[src/rtl/rx_ppe_ch_arb.sv]
// Multi-channel RX PPE ingress: per-channel flit FIFOs merged by a packet-locked
// round-robin arbiter into one channel-tagged, registered output stream.
module rx_ppe_ch_arb #(
   parameter int NUM_CH = 4,
   parameter int DATA_W = 64,
   parameter int DEPTH  = 4,
   parameter int CH_W   = $clog2(NUM_CH > 1 ? NUM_CH : 2)
) (
   input  logic                     cclk,
   input  logic                     reset,
   input  logic [NUM_CH-1:0]        in_valid,
   output logic [NUM_CH-1:0]        in_ready,
   input  logic [NUM_CH*DATA_W-1:0] in_data,
   input  logic [NUM_CH-1:0]        in_sop,
   input  logic [NUM_CH-1:0]        in_eop,
   input  logic [NUM_CH-1:0]        cfg_ch_en,
   output logic                     out_valid,
   input  logic                     out_ready,
   output logic [DATA_W-1:0]        out_data,
   output logic                     out_sop,
   output logic                     out_eop,
   output logic [CH_W-1:0]          out_ch,
   output logic [NUM_CH-1:0]        err_orphan
);

   // state    | meaning
   // S_IDLE   | between packets; scan from r_rr_ptr for an enabled SOP head, drop orphan heads
   // S_LOCKED | mid-packet on r_lock_ch; only that FIFO feeds the output until EOP

   localparam int AW = $clog2(DEPTH);
   localparam int EW = DATA_W + 2;
   localparam logic [CH_W:0]   NCH     = (CH_W+1)'(NUM_CH);
   localparam logic [CH_W-1:0] LAST_CH = CH_W'(NUM_CH - 1);

   typedef enum logic {S_IDLE, S_LOCKED} state_t;

   state_t            r_state;
   logic [CH_W-1:0]   r_rr_ptr;
   logic [CH_W-1:0]   r_lock_ch;
   logic [AW:0]       r_wptr [NUM_CH];
   logic [AW:0]       r_rptr [NUM_CH];
   logic [EW-1:0]     r_mem  [NUM_CH][DEPTH];
   logic              r_out_valid;
   logic [DATA_W-1:0] r_out_data;
   logic              r_out_sop;
   logic              r_out_eop;
   logic [CH_W-1:0]   r_out_ch;
   logic [NUM_CH-1:0] r_err_orphan;

   logic [NUM_CH-1:0] w_empty, w_full, w_hsop, w_push, w_pop, w_orphan;
   logic [EW-1:0]     w_head [NUM_CH];
   logic              w_load_ok;
   logic              w_found;
   logic [CH_W-1:0]   w_sel;
   logic [CH_W:0]     w_idx;
   logic [EW-1:0]     w_sel_head;
   logic [CH_W-1:0]   w_rr_next;

   always_comb begin
      w_empty = '0;
      w_full  = '0;
      w_hsop  = '0;
      for (int c = 0; c < NUM_CH; c++) begin
         w_empty[c] = (r_wptr[c] == r_rptr[c]);
         w_full[c]  = (r_wptr[c][AW] != r_rptr[c][AW]) &&
                      (r_wptr[c][AW-1:0] == r_rptr[c][AW-1:0]);
         w_head[c]  = r_mem[c][r_rptr[c][AW-1:0]];
         w_hsop[c]  = w_head[c][EW-1];
      end
   end

   // Ready depends only on registered occupancy and reset, never on out_ready.
   assign in_ready  = reset ? ~w_full : '0;
   assign w_push    = in_valid & in_ready;
   assign w_load_ok = !r_out_valid || out_ready;

   always_comb begin
      w_found  = 1'b0;
      w_sel    = '0;
      w_idx    = '0;
      w_orphan = '0;
      if (r_state == S_IDLE) begin
         w_orphan = ~w_empty & ~w_hsop;
         if (w_load_ok) begin
            for (int i = 0; i < NUM_CH; i++) begin
               w_idx = {1'b0, r_rr_ptr} + (CH_W+1)'(i);
               if (w_idx >= NCH) w_idx = w_idx - NCH;
               if (!w_found && !w_empty[w_idx[CH_W-1:0]] && w_hsop[w_idx[CH_W-1:0]] &&
                   cfg_ch_en[w_idx[CH_W-1:0]]) begin
                  w_found = 1'b1;
                  w_sel   = w_idx[CH_W-1:0];
               end
            end
         end
      end else if (w_load_ok && !w_empty[r_lock_ch]) begin
         w_found = 1'b1;
         w_sel   = r_lock_ch;
      end
      w_pop = w_orphan;
      if (w_found) w_pop[w_sel] = 1'b1;
      w_sel_head = w_head[w_sel];
      w_rr_next  = (w_sel == LAST_CH) ? '0 : w_sel + CH_W'(1);
   end

   always_ff @(posedge cclk) begin
      for (int c = 0; c < NUM_CH; c++)
         if (w_push[c])
            r_mem[c][r_wptr[c][AW-1:0]] <= {in_sop[c], in_eop[c], in_data[c*DATA_W +: DATA_W]};
   end

   always_ff @(posedge cclk) begin
      if (!reset) begin
         r_state      <= S_IDLE;
         r_rr_ptr     <= '0;
         r_lock_ch    <= '0;
         r_out_valid  <= 1'b0;
         r_out_data   <= '0;
         r_out_sop    <= 1'b0;
         r_out_eop    <= 1'b0;
         r_out_ch     <= '0;
         r_err_orphan <= '0;
         for (int c = 0; c < NUM_CH; c++) begin
            r_wptr[c] <= '0;
            r_rptr[c] <= '0;
         end
      end else begin
         for (int c = 0; c < NUM_CH; c++) begin
            if (w_push[c]) r_wptr[c] <= r_wptr[c] + (AW+1)'(1);
            if (w_pop[c])  r_rptr[c] <= r_rptr[c] + (AW+1)'(1);
         end
         r_err_orphan <= w_orphan;
         if (w_found) begin
            r_out_valid <= 1'b1;
            r_out_data  <= w_sel_head[DATA_W-1:0];
            r_out_sop   <= w_sel_head[EW-1];
            r_out_eop   <= w_sel_head[EW-2];
            r_out_ch    <= w_sel;
            if (r_state == S_IDLE) begin
               r_rr_ptr <= w_rr_next;
               if (!w_sel_head[EW-2]) begin
                  r_state   <= S_LOCKED;
                  r_lock_ch <= w_sel;
               end
            end else if (w_sel_head[EW-2]) begin
               r_state <= S_IDLE;
            end
         end else if (out_ready) begin
            r_out_valid <= 1'b0;
         end
      end
   end

   assign out_valid  = r_out_valid;
   assign out_data   = r_out_data;
   assign out_sop    = r_out_sop;
   assign out_eop    = r_out_eop;
   assign out_ch     = r_out_ch;
   assign err_orphan = r_err_orphan;

endmodule

[config.mk]
export PLATFORM = sky130hd
export DESIGN_NAME = rx_ppe_ch_arb
export DESIGN_NICKNAME = d
export VERILOG_FILES = /design/src/rtl/rx_ppe_ch_arb.sv
export SDC_FILE = /design/constraint.sdc
export NUM_CORES = 1
export LEC_CHECK = 0
export CAP_MARGIN = 10
export CORE_ASPECT_RATIO = 0.9
export CORE_MARGIN = 4
export CORE_UTILIZATION = 62
export DETAILED_ROUTE_END_ITERATION = 6
export MAX_ROUTING_LAYER = met4
export PLACE_DENSITY = 0.84
export SLEW_MARGIN = 20
export SYNTH_ARGS = -nofsm -noshare
export SYNTH_HDL_FRONTEND = slang
export SYNTH_SLANG_ARGS = --single-unit
export TNS_END_PERCENT = 10
[constraint.sdc]
create_clock -name cclk -period 9.5 [get_ports cclk]
set_input_delay 1.9 -clock cclk [delete_from_list [all_inputs] [get_ports cclk]]
set_output_delay 1.9 -clock cclk [all_outputs]
set_load 0.1 [all_outputs]
==> results.toml <==
[global_route]
grt_max_degree = 87
grt_pass1_vias = 24100
grt_pass1_wl_mm = 159
antenna_found_initial = 41
grtUsageTotal_pct = 30.4
grt_overflow = 0

[synthesis]
yosysWarnings = 0
synth-main-ff-cell = "edfxtp_1"
synth_enable_flop_cells = 1080
syn_area_sq_um = 44100
ys_seq_elements = 1158
avgSynthCellArea_sq_um = 20.1
synth_top_area_share_pct = 73.5
ys_seq_area_share_pct = 77.1
syn_nets = 2498
ys_async_sr_fraction_pct = 0
synth_cells = 2199
ys_types = 54
yosysMostFrequentCell = "edfxtp_1"
yosysTopAreaCell = "edfxtp_1"
synth_common_cells = "edfxtp_1, nand2_1, mux4_2, a21oi_1, dfxtp_1"
ys_top_cells_by_area = "edfxtp_1, mux4_2, dfxtp_1"

[pwr]
p_switching_mw = 5.13
total_power_mw = 15.6
p_per_area_nw_per_um2 = 296
vdd_drop_max_mv = 0.252
p_int_mw = 10.5
p_seq_share_pct = 39.7
netSwitchingFraction_pct = 32.9
p_leak_nw = 17.5
combPwrFrac_pct = 30.4
clkPwrFrac_pct = 29.9

[route]
vias = 23400
drc = 2
route.met2.wl_mm = 56.8
dr_wl_met3_mm = 10.0
antenna_left = 0
highest_layer = "met4"
drt_iter0_drc = 2600
routed_wl_mm = 111
vias_per_cell = 6.38
drt_first_pass_iters = 7
wl_met1_mm = 38.8
wire_per_inst_um = 30.2

[clock_tree]
cts_inserted_buffers = 108
tritoncts = "built"
cts_max_path_buffers = 3
cts_root_buf = "clkbuf_16"
clkLatencyLatePin_ns = 0.69
hold_buffers = 0
postCtsSetupBuffers = 0
cts_sinks = 1158
cts-resized-gates = 0
clk_pin_slew_worst_paths_ns = 0.06
htree_num_levels = 3

[final_layout]
fillerInstances = 3781
fin_util_pct = 75.1
stdcell_area_sq_um = 52700
multi_input_area_sq_um = 9640
drive_above_1_share_pct = 19.0
regArea_sq_um = 34000
num-nets-final = 2885
area_delta_synth_final_pct = 19.5

[placed_design]
place_area_sq_um = 48600
dpl_worst_slack_ns = 1.96
port_buffers = 351
gp_congestion = 0.870
dp_hpwl_mm = 64.7

[timing]
grt_setup_unrepaired = "no"
setup_tns_ns = 0
slew_headroom_pct = 21.7
hold_violations = 0
fin_crit_sh_pct = 80.4
max_freq_mhz = 131
min_period_ns = 7.64
finalSetupViolCount = 0
slew_violations = 0
fin_ws_ns = 1.86
finClkSkew_ns = 0.0309
tightest_slew_ns = 1.17

[critical_path]
arrival_ns = 5.74
crit_type = "in -> out"
worstPathRequired_ns = 7.60
startpoint_type = "primary input"
crit_path_max_incr_delay_ns = 1.27
cpMaxStageDelayCell = "clkdlybuf4s50_1"
crit_top_cell = "clkdlybuf4s50_1"
cp-end-kind = "output port"
path_cells = "clkdlybuf4s50_1, clkinv_1, a21oi_1, clkdlybuf4s50_1"
cp_max_fo = 20

[run]
maxCapViolCount = 0

[run_status]
violations = "design-rule violations"
status = "complete, but fails checks"

[floorplan]
die_y_um = 261
coreArea_sq_um = 70200
io_pins = 352
dieArea_sq_um = 75500
die_x_um = 289
initial_core_util_pct = 62.8
fp-row-count = 92

[worst_hold_path]
hp-class = "reg -> reg"
==> state kept, by name (all words and copies together) (netlist names) <==
signal      flops
err_orphan      4
r_rr_ptr        2
out_sop         1
r_mem        1056
out_ch          2
r_state         1
r_rptr         12
r_lock_ch       2
out_valid       1
r_wptr         12
out_eop         1
out_data       64
==> per-layer routing <==
layer	GRT usage, %	up-vias
met5	-	-
met4	13.7	0
met1	37.7	12100
li1	-	9767
met2	48.9	1308
met3	6.71	251
==> cell type report <==
cell class                 count  share of cell area (%)
sequential                  1158                    64.5
antenna                       47                   0.223
inverter                      14                   0.104
multi-input combinational    916                    18.3
timing repair buffer         388                    7.28
tap                          940                    2.23
clock inverter                67                    1.79
clock buffer                 139                    5.60
==> metrics by stage <==
step                instances  hold slack [ns]
floorplan                2199            0.459
global placement         3413            0.447
detailed placement       3413            0.454
CTS                      3619            0.464
global route             3662            0.491
finish                   3669            0.469
==> worst paths after layout <==
path | startpoint | to | slack (ns) | cells past startpoint
worst max-delay path | reset | in_ready[2] | 1.86 | 4
worst min-delay path | out_data[33]$_SDFFE_PN0P_ | out_data[33]$_SDFFE_PN0P_ | 0.47 | 1
worst max register to register | r_rptr[2][1]$_SDFFCE_PN0P_ | out_data[42]$_SDFFE_PN0P_ | 4.04 | 13
worst min register to register | out_data[33]$_SDFFE_PN0P_ | out_data[33]$_SDFFE_PN0P_ | 0.47 | 1
==> power by group through the flow <==
stage	clock (mW)	sequential, mW	combinational, mW
2_1_floorplan	0	6.90	2.69
3_3_place_gp	0	6.25	4.61
3_5_place_dp	0	6.28	4.71
4_1_cts	4.69	6.18	4.77
5_1_grt	4.92	6.20	5.03
6_report	4.65	6.19	4.75
==> cells by family (layout without fill, tap and decap cells) <==
logic type	Yosys count	count (layout)	share of synthesized area, %
adder cells (fa/ha/maj)	24	24	0.681
AND/OR/NAND/NOR	362	362	3.39
AO/OA/AOI/OAI	241	241	3.57
flip-flops	1158	1158	77.1
XOR/XNOR	20	20	0.397
buffers and inverters	125	608	1.28
other	0	47	0
multiplexers	269	269	13.6
==> layout by cell type (no fill, tap or decap), types with 3 or more instances in the layout <==
master / Yosys / routed
and3_1: 24 / 8
xor2_1: 12 / 12
bufinv_16: 0 / 21
a21oi_1: 141 / 141
o21bai_1: 3 / 3
nand2_1: 282 / 282
clkdlybuf4s50_1: 0 / 351
nor2_1: 27 / 27
edfxtp_1: 1080 / 1080
clkinvlp_4: 0 / 4
clkinv_2: 0 / 19
clkbuf_8: 0 / 11
nor4_1: 4 / 4
diode_2: 0 / 47
clkinv_1: 1 / 15
ha_1: 24 / 24
o2111ai_1: 3 / 3
clkinv_4: 0 / 3
dfxtp_1: 78 / 78
inv_1: 12 / 12
buf_4: 5 / 33
clkbuf_1: 72 / 19
o31ai_1: 7 / 7
clkbuf_16: 0 / 109
nand3_1: 3 / 3
nor3_1: 5 / 5
a211o_1: 64 / 64
and3_4: 0 / 16
or2_2: 4 / 4
mux2i_1: 4 / 4
nand2b_1: 3 / 3
mux4_2: 264 / 264
xnor2_1: 8 / 8
==> worst max-delay path, delay by kind of cell <==
kind | cells | cell delay (ns)
buffers and inverters | 3 | 3.13
AO/OA/AOI/OAI | 1 | 0.69
Note: power is estimated with default switching activity, not from simulation.
